## config.mk

```make
export PLATFORM = sky130hd
export DESIGN_NAME = alu_cmd_issuer_flat
export DESIGN_NICKNAME = d
export VERILOG_FILES = /design/src/rtl/alu_cmd_issuer_pkg.sv /design/src/rtl/alu_pkg.sv /design/src/rtl/alu_cmd_issuer_if.sv /design/src/rtl/alu_cmd_issuer.sv /design/src/flat_wrapper.sv
export SDC_FILE = /design/constraint.sdc
export NUM_CORES = 1
export LEC_CHECK = 0
export CAP_MARGIN = 20
export CELL_PAD_IN_SITES_DETAIL_PLACEMENT = 1
export CELL_PAD_IN_SITES_GLOBAL_PLACEMENT = 1
export CORE_ASPECT_RATIO = 0.75
export CORE_MARGIN = 4
export CORE_UTILIZATION = 25
export CTS_CLUSTER_SIZE = 24
export DETAILED_ROUTE_END_ITERATION = 7
export HOLD_SLACK_MARGIN = 0.08
export MAX_ROUTING_LAYER = met4
export PLACE_DENSITY = 0.74
export SETUP_SLACK_MARGIN = 0.05
export SYNTH_ARGS = -nofsm -noshare
export SYNTH_HDL_FRONTEND = slang
export SYNTH_SLANG_ARGS = --single-unit
```

## constraint.sdc

```tcl
create_clock -name clk -period 1.6 [get_ports clk]
set_clock_uncertainty 0.05 [all_clocks]
set_input_delay 0.24 -clock clk [delete_from_list [all_inputs] [get_ports clk]]
set_output_delay 0.24 -clock clk [all_outputs]
set_load 0.005 [all_outputs]
```

## src/rtl/alu_cmd_issuer_pkg.sv

```systemverilog
// Issuer-local types: FSM state encoding.
package alu_cmd_issuer_pkg;

  typedef enum logic [1:0] {
    StIdle  = 2'd0,
    StIssue = 2'd1,
    StResp  = 2'd2
  } state_e;

endpackage

```

## src/rtl/alu_pkg.sv

```systemverilog
// ALU opcode encoding and flag-ownership helper shared by the ALU and its issuer.
package alu_pkg;

  typedef enum logic [3:0] {
    OpAnd  = 4'd0,
    OpOr   = 4'd1,
    OpAdd  = 4'd2,
    OpInc  = 4'd3,
    OpDec  = 4'd4,
    OpNot  = 4'd5,
    OpSub  = 4'd6,
    OpXor  = 4'd7,
    OpSl   = 4'd8,
    OpSr   = 4'd9,
    OpPass = 4'd10
  } alu_op_e;

  localparam logic [3:0] ALU_OP_MAX = 4'b1010;

  // Only carry-chain and shift ops define a carry worth keeping across commands.
  function automatic logic op_writes_carry(input logic [3:0] op);
    return (op == OpAdd) || (op == OpSub) || (op == OpSl) || (op == OpSr);
  endfunction

endpackage

```

## src/rtl/alu_cmd_issuer_if.sv

```systemverilog
// Command and response valid/ready channels between a requester and the ALU issuer.
interface alu_cmd_issuer_if #(
  parameter int unsigned N = 4
) ();

  logic         cmd_valid;
  logic         cmd_ready;
  logic [3:0]   cmd_op;
  logic [N-1:0] cmd_a;
  logic [N-1:0] cmd_b;
  logic         cmd_use_carry;
  logic         carry_clr;

  logic         rsp_valid;
  logic         rsp_ready;
  logic [N-1:0] rsp_result;
  logic         rsp_cout;
  logic         rsp_z;
  logic         rsp_err;

  modport master (
    output cmd_valid, cmd_op, cmd_a, cmd_b, cmd_use_carry, carry_clr, rsp_ready,
    input  cmd_ready, rsp_valid, rsp_result, rsp_cout, rsp_z, rsp_err
  );

  modport slave (
    input  cmd_valid, cmd_op, cmd_a, cmd_b, cmd_use_carry, carry_clr, rsp_ready,
    output cmd_ready, rsp_valid, rsp_result, rsp_cout, rsp_z, rsp_err
  );

endinterface

```

## src/rtl/alu_cmd_issuer.sv

```systemverilog
// Issues one ALU operation at a time, holds the ALU inputs for LAT cycles, and returns
// the captured flags/result; keeps the carry between commands for multi-word chains.
module alu_cmd_issuer
  import alu_pkg::*;
  import alu_cmd_issuer_pkg::*;
#(
  parameter int unsigned N   = 4,
  parameter int unsigned LAT = 1
) (
  input  logic          clk,
  input  logic          rst,
  alu_cmd_issuer_if.slave bus,
  output logic [N-1:0]  alu_a,
  output logic [N-1:0]  alu_b,
  output logic [3:0]    alu_ctrl,
  output logic          alu_flag_in,
  input  logic [N-1:0]  alu_result,
  input  logic          alu_cout,
  input  logic          alu_z,
  output logic          carry_q
);

  localparam int unsigned CntW = $clog2(LAT + 1);

  state_e          state_q;
  logic [CntW-1:0] cnt_q;

  assign bus.cmd_ready = (state_q == StIdle);
  assign bus.rsp_valid = (state_q == StResp);

  always_ff @(posedge clk or posedge rst) begin
    if (rst) begin
      state_q        <= StIdle;
      cnt_q          <= '0;
      alu_a          <= '0;
      alu_b          <= '0;
      alu_ctrl       <= '0;
      alu_flag_in    <= 1'b0;
      bus.rsp_result <= '0;
      bus.rsp_cout   <= 1'b0;
      bus.rsp_z      <= 1'b0;
      bus.rsp_err    <= 1'b0;
      carry_q        <= 1'b0;
    end else begin
      unique case (state_q)
        StIdle: begin
          if (bus.cmd_valid) begin
            if (bus.cmd_op <= ALU_OP_MAX) begin
              alu_a       <= bus.cmd_a;
              alu_b       <= bus.cmd_b;
              alu_ctrl    <= bus.cmd_op;
              alu_flag_in <= bus.cmd_use_carry & carry_q;
              cnt_q       <= CntW'(LAT - 1);
              state_q     <= StIssue;
            end else begin
              // Illegal op: answer immediately, leave the ALU pins untouched.
              bus.rsp_result <= '0;
              bus.rsp_cout   <= 1'b0;
              bus.rsp_z      <= 1'b0;
              bus.rsp_err    <= 1'b1;
              state_q        <= StResp;
            end
          end
        end
        StIssue: begin
          if (cnt_q == '0) begin
            bus.rsp_result <= alu_result;
            bus.rsp_cout   <= alu_cout;
            bus.rsp_z      <= alu_z;
            bus.rsp_err    <= 1'b0;
            if (op_writes_carry(alu_ctrl)) begin
              carry_q <= alu_cout;
            end
            state_q <= StResp;
          end else begin
            cnt_q <= cnt_q - 1'b1;
          end
        end
        StResp: begin
          if (bus.rsp_ready) begin
            state_q <= StIdle;
          end
        end
        default: state_q <= StIdle;
      endcase
      // Placed last so it overrides a same-edge capture.
      if (bus.carry_clr) begin
        carry_q <= 1'b0;
      end
    end
  end

endmodule

```

## src/flat_wrapper.sv

```systemverilog
// flat-port wrapper written by rule: the top's interface ports become plain ports
module alu_cmd_issuer_flat import alu_pkg::*; import alu_cmd_issuer_pkg::*;
#(
  parameter int unsigned N   = 4,
  parameter int unsigned LAT = 1
)
  (clk, rst, alu_a, alu_b, alu_ctrl, alu_flag_in, alu_result, alu_cout, alu_z, carry_q, bus_cmd_valid, bus_cmd_op, bus_cmd_a, bus_cmd_b, bus_cmd_use_carry, bus_carry_clr, bus_rsp_ready, bus_cmd_ready, bus_rsp_valid, bus_rsp_result, bus_rsp_cout, bus_rsp_z, bus_rsp_err);
  alu_cmd_issuer_if #(.N(N)) bus_i ();
  input  logic clk;
  input  logic rst;
  output logic [N-1:0] alu_a;
  output logic [N-1:0] alu_b;
  output logic [3:0] alu_ctrl;
  output logic alu_flag_in;
  input  logic [N-1:0] alu_result;
  input  logic alu_cout;
  input  logic alu_z;
  output logic carry_q;
  input wire logic [$bits(bus_i.cmd_valid)-1:0] bus_cmd_valid;
  input wire logic [$bits(bus_i.cmd_op)-1:0] bus_cmd_op;
  input wire logic [$bits(bus_i.cmd_a)-1:0] bus_cmd_a;
  input wire logic [$bits(bus_i.cmd_b)-1:0] bus_cmd_b;
  input wire logic [$bits(bus_i.cmd_use_carry)-1:0] bus_cmd_use_carry;
  input wire logic [$bits(bus_i.carry_clr)-1:0] bus_carry_clr;
  input wire logic [$bits(bus_i.rsp_ready)-1:0] bus_rsp_ready;
  output wire logic [$bits(bus_i.cmd_ready)-1:0] bus_cmd_ready;
  output wire logic [$bits(bus_i.rsp_valid)-1:0] bus_rsp_valid;
  output wire logic [$bits(bus_i.rsp_result)-1:0] bus_rsp_result;
  output wire logic [$bits(bus_i.rsp_cout)-1:0] bus_rsp_cout;
  output wire logic [$bits(bus_i.rsp_z)-1:0] bus_rsp_z;
  output wire logic [$bits(bus_i.rsp_err)-1:0] bus_rsp_err;
  assign bus_i.cmd_valid = bus_cmd_valid;
  assign bus_i.cmd_op = bus_cmd_op;
  assign bus_i.cmd_a = bus_cmd_a;
  assign bus_i.cmd_b = bus_cmd_b;
  assign bus_i.cmd_use_carry = bus_cmd_use_carry;
  assign bus_i.carry_clr = bus_carry_clr;
  assign bus_i.rsp_ready = bus_rsp_ready;
  assign bus_cmd_ready = bus_i.cmd_ready;
  assign bus_rsp_valid = bus_i.rsp_valid;
  assign bus_rsp_result = bus_i.rsp_result;
  assign bus_rsp_cout = bus_i.rsp_cout;
  assign bus_rsp_z = bus_i.rsp_z;
  assign bus_rsp_err = bus_i.rsp_err;
  alu_cmd_issuer #(.N(N), .LAT(LAT)) u_core (.clk(clk), .rst(rst), .bus(bus_i), .alu_a(alu_a), .alu_b(alu_b), .alu_ctrl(alu_ctrl), .alu_flag_in(alu_flag_in), .alu_result(alu_result), .alu_cout(alu_cout), .alu_z(alu_z), .carry_q(carry_q));
endmodule
```

==> flow_metrics.env <==
export IMPL_outcome="finished, violations left"
export IMPL_failed_checks="setup timing"
export IMPL_clock_path_buffers=2
export IMPL_finalSetupTns_ns=-0.2033
export IMPL_cp_slowest_stage_delay_ns=0.41
export IMPL_cts_buffers=3
export IMPL_post_route_period_util=1.028
export IMPL_ant_nets=0
export IMPL_start_kind="flip-flop"
export IMPL_ys_seq_area_frac=0.5815
export IMPL_overflow=0
export IMPL_cp_data_required_time_ns=1.70
export IMPL_fin_ws_ns=-0.04410
export IMPL_peakVddDrop_mv=0.4435
export IMPL_initialDrtViolationCount=26
export IMPL_core_area_um2=3732
export IMPL_ys_types=21
export IMPL_worstPathCellList="or3b_4 -> a21oi_4 -> buf_6 -> buf_12 -> mux2_4"
export IMPL_grt_pass1_wl_um=4629
export IMPL_syn_avg_cell_area_um2=12.85
export IMPL_area_growth_pct=67.26
export IMPL_port_buffers=46
export IMPL_finalWirelength_um=2739
export IMPL_synth_main_ff_cell="dfrtp_1"
export IMPL_nets=160
export IMPL_die_area_um2=5040
export IMPL_synth_top_area_frac=0.5815
export IMPL_place_hpwl_um=2164
export IMPL_rows=19
export IMPL_arrival_ns=1.74
export IMPL_num_vias=791
export IMPL_grt_max_degree=24
export IMPL_routed_via_density=4.230
export IMPL_slew_headroom=0.7533
export IMPL_grtUsageTotal=0.1233
export IMPL_die_width_um=80.65
export IMPL_cp_max_fo=6
export IMPL_cts_root_buf="clkbuf_8"
export IMPL_finalSetupViolCount=6
export IMPL_dr_pass1_iters=3
export IMPL_fmax_ghz=0.6082
export IMPL_synthTopCellsByArea="dfrtp_1 (58%), mux2_4 (11%), nand2_1 (4.9%)"
export IMPL_die_y_um=62.49
export IMPL_initial_utilization=0.2652
export IMPL_slew_violations=0
export IMPL_pin_count=47
export IMPL_rsz0062_at_grt="true"
export IMPL_worst_setup_path_type="reg2reg"
export IMPL_cts_tree="built"
export IMPL_synth_area_um2=989.7
export IMPL_tightest_slew_ns=0.3661
export IMPL_pre_cts_ws_ns=-0.3522
export IMPL_p_leak_uw=0.0007346
export IMPL_hold_path_class="in2async"
export IMPL_routabilityCongestion=0.7142
export IMPL_async_reset_ff_frac=1.000
export IMPL_ys_warn_count=0
export IMPL_antenna_found_initial=0
export IMPL_drc_errors=0
export IMPL_diodes=0
export IMPL_syn_nets=101
export IMPL_synth_cells=77
export IMPL_ys_ff_latch=23
export IMPL_synth_edff_count=0
export IMPL_crit_path_top_delay_cell="or3b_4"
export IMPL_cts_max_level=1
export IMPL_path_clk_slew_ns=0.09
export IMPL_wl_per_cell_um=14.65
export IMPL_cts_sinks=23
export IMPL_insertion_delay_ns=0.27
export IMPL_maxCapViolations=0
export IMPL_critPathCaptureType="flip-flop"
export IMPL_powerDensity_nw_per_um2=1502
export IMPL_grt_pass1_vias=875
export IMPL_yosys_area_top_type="dfrtp_1"
export IMPL_fin_crit_ns=1.644
export IMPL_layout_drive_gt1_share=0.2148
export IMPL_hold_violations=0
## critical path, delay by kind of cell (launching register included)
| kind | cells | cell delay [ns] |
|---|---|---|
| AO/OA/AOI/OAI | 1 | 0.15 |
| multiplexers | 1 | 0.30 |
| flip-flops | 1 | 0.38 |
| AND/OR/NAND/NOR | 1 | 0.41 |
| buffers and inverters | 2 | 0.25 |
## power breakdown
part           total (uW)  internal (uW)  switching [uW]
clock                 364            174             190
combinational        1140            794             344
sequential            984            824             160
total                2490           1790             694
## flip-flops by register name, indices dropped and copies added, names as in the netlist
register and cells:
u_core.alu_a 4, u_core.bus.rsp_z 1, u_core.alu_ctrl 4, u_core.bus.rsp_err 1, u_core.bus.rsp_cout 1, u_core.alu_b 4, u_core.bus.rsp_result 4, u_core.state_q 2
u_core.carry_q 1, u_core.alu_flag_in 1
## final cells by class
type | count | area (um2)
clock buffers | 3 | 41.29
fillers | 406 | 2077
multi-input cells | 48 | 392.9
repair buffers | 57 | 564.3
well taps | 52 | 65.06
inverters | 3 | 11.26
clock inverters | 1 | 5.005
flip-flops and latches | 23 | 575.6
## Yosys cell counts (2+ instances only)
| cell | count |
|---|---|
| nand2_1 | 13 |
| nand2b_1 | 3 |
| inv_1 | 3 |
| dfrtp_1 | 23 |
| mux2i_1 | 2 |
| mux2_2 | 4 |
| o21ai_0 | 7 |
| mux2_4 | 7 |
| clkbuf_1 | 2 |
| nor3b_1 | 2 |
## logic make-up after synthesis
family / after synthesis / synth area share
DFF: 23 / 0.5815
and+or+nand+nor: 23 / 0.1226
muxes: 13 / 0.1719
AOI/OAI and AO/OA: 12 / 0.08471
buffers and inverters: 6 / 0.03919
## final timing paths
kind	start	end	depth (start not counted)	slack [ns]
max reg2reg	u_core.state_q[0]$_DFFE_PP0P_	u_core.alu_a[3]$_DFFE_PP0P_	5	-0.04
max in group asynchronous	rst	u_core.alu_a[3]$_DFFE_PP0P_	3	1.01
min in group clk	alu_z	u_core.bus.rsp_z$_DFFE_PP0P_	3	0.46
max	u_core.state_q[0]$_DFFE_PP0P_	u_core.alu_a[3]$_DFFE_PP0P_	5	-0.04
min reg2reg	u_core.alu_b[3]$_DFFE_PP0P_	u_core.alu_b[3]$_DFFE_PP0P_	1	0.47
min	rst	u_core.alu_ctrl[3]$_DFFE_PP0P_	3	0.25
## metal layers
metal / wire, um / GRT usage / vias up
met3: 138 / 0.03602 / 2
li1: - / - / 376
met4: 28 / 0.03165 / 0
met1: 1241 / 0.1585 / 391
met2: 1331 / 0.1901 / 22
met5: 0 / - / -
## per-stage QoR
stage	total power, uW	area [um2]	cells	hold slack [ns]	utilization
final	2486	1655	187	0.2543	0.4435
after global routing	2652	1655	187	0.2971	0.4435
after CTS	2540	1670	187	0.2642	0.4475
after detailed placement	2103	1560	180	0.4473	0.4180
after global placement	2047	1560	180	0.4298	0.4180
after floorplan	1381	989.7	77	0.1919	-
## placed cells by master (no fill, tap or decap)
master and instances:
and2b_1 1, mux2_4 11, buf_4 7, nor2_1 1
a21oi_4 1, mux2i_1 2, clkinv_2 1, o21a_1 1
a211o_1 1, dlygate4sd2_1 2, buf_6 3, nor3b_1 2
buf_12 1, and4b_1 1, clkdlybuf4s15_1 1, o21ai_0 7
or3b_4 1, clkbuf_8 3, o22a_1 1, a21o_1 1
dfrtp_1 23, nor2b_2 1, clkdlybuf4s50_1 43, inv_1 3
nand2b_1 3, nand2_1 13
## repair_timing
| item | 4_1_cts | 5_1_grt |
|---|---|---|
| pin swaps | 0 | 1 |
| buffers inserted | 2 | 1 |
| resized for setup | 11 | 2 |
| setup endpoints to repair | 13 | 12 |
| cloned | 1 | 0 |
| endpoints found under the hold margin | 0 | 0 |
| hold buffers | 0 | 0 |
(Power assumes the default switching activity.)
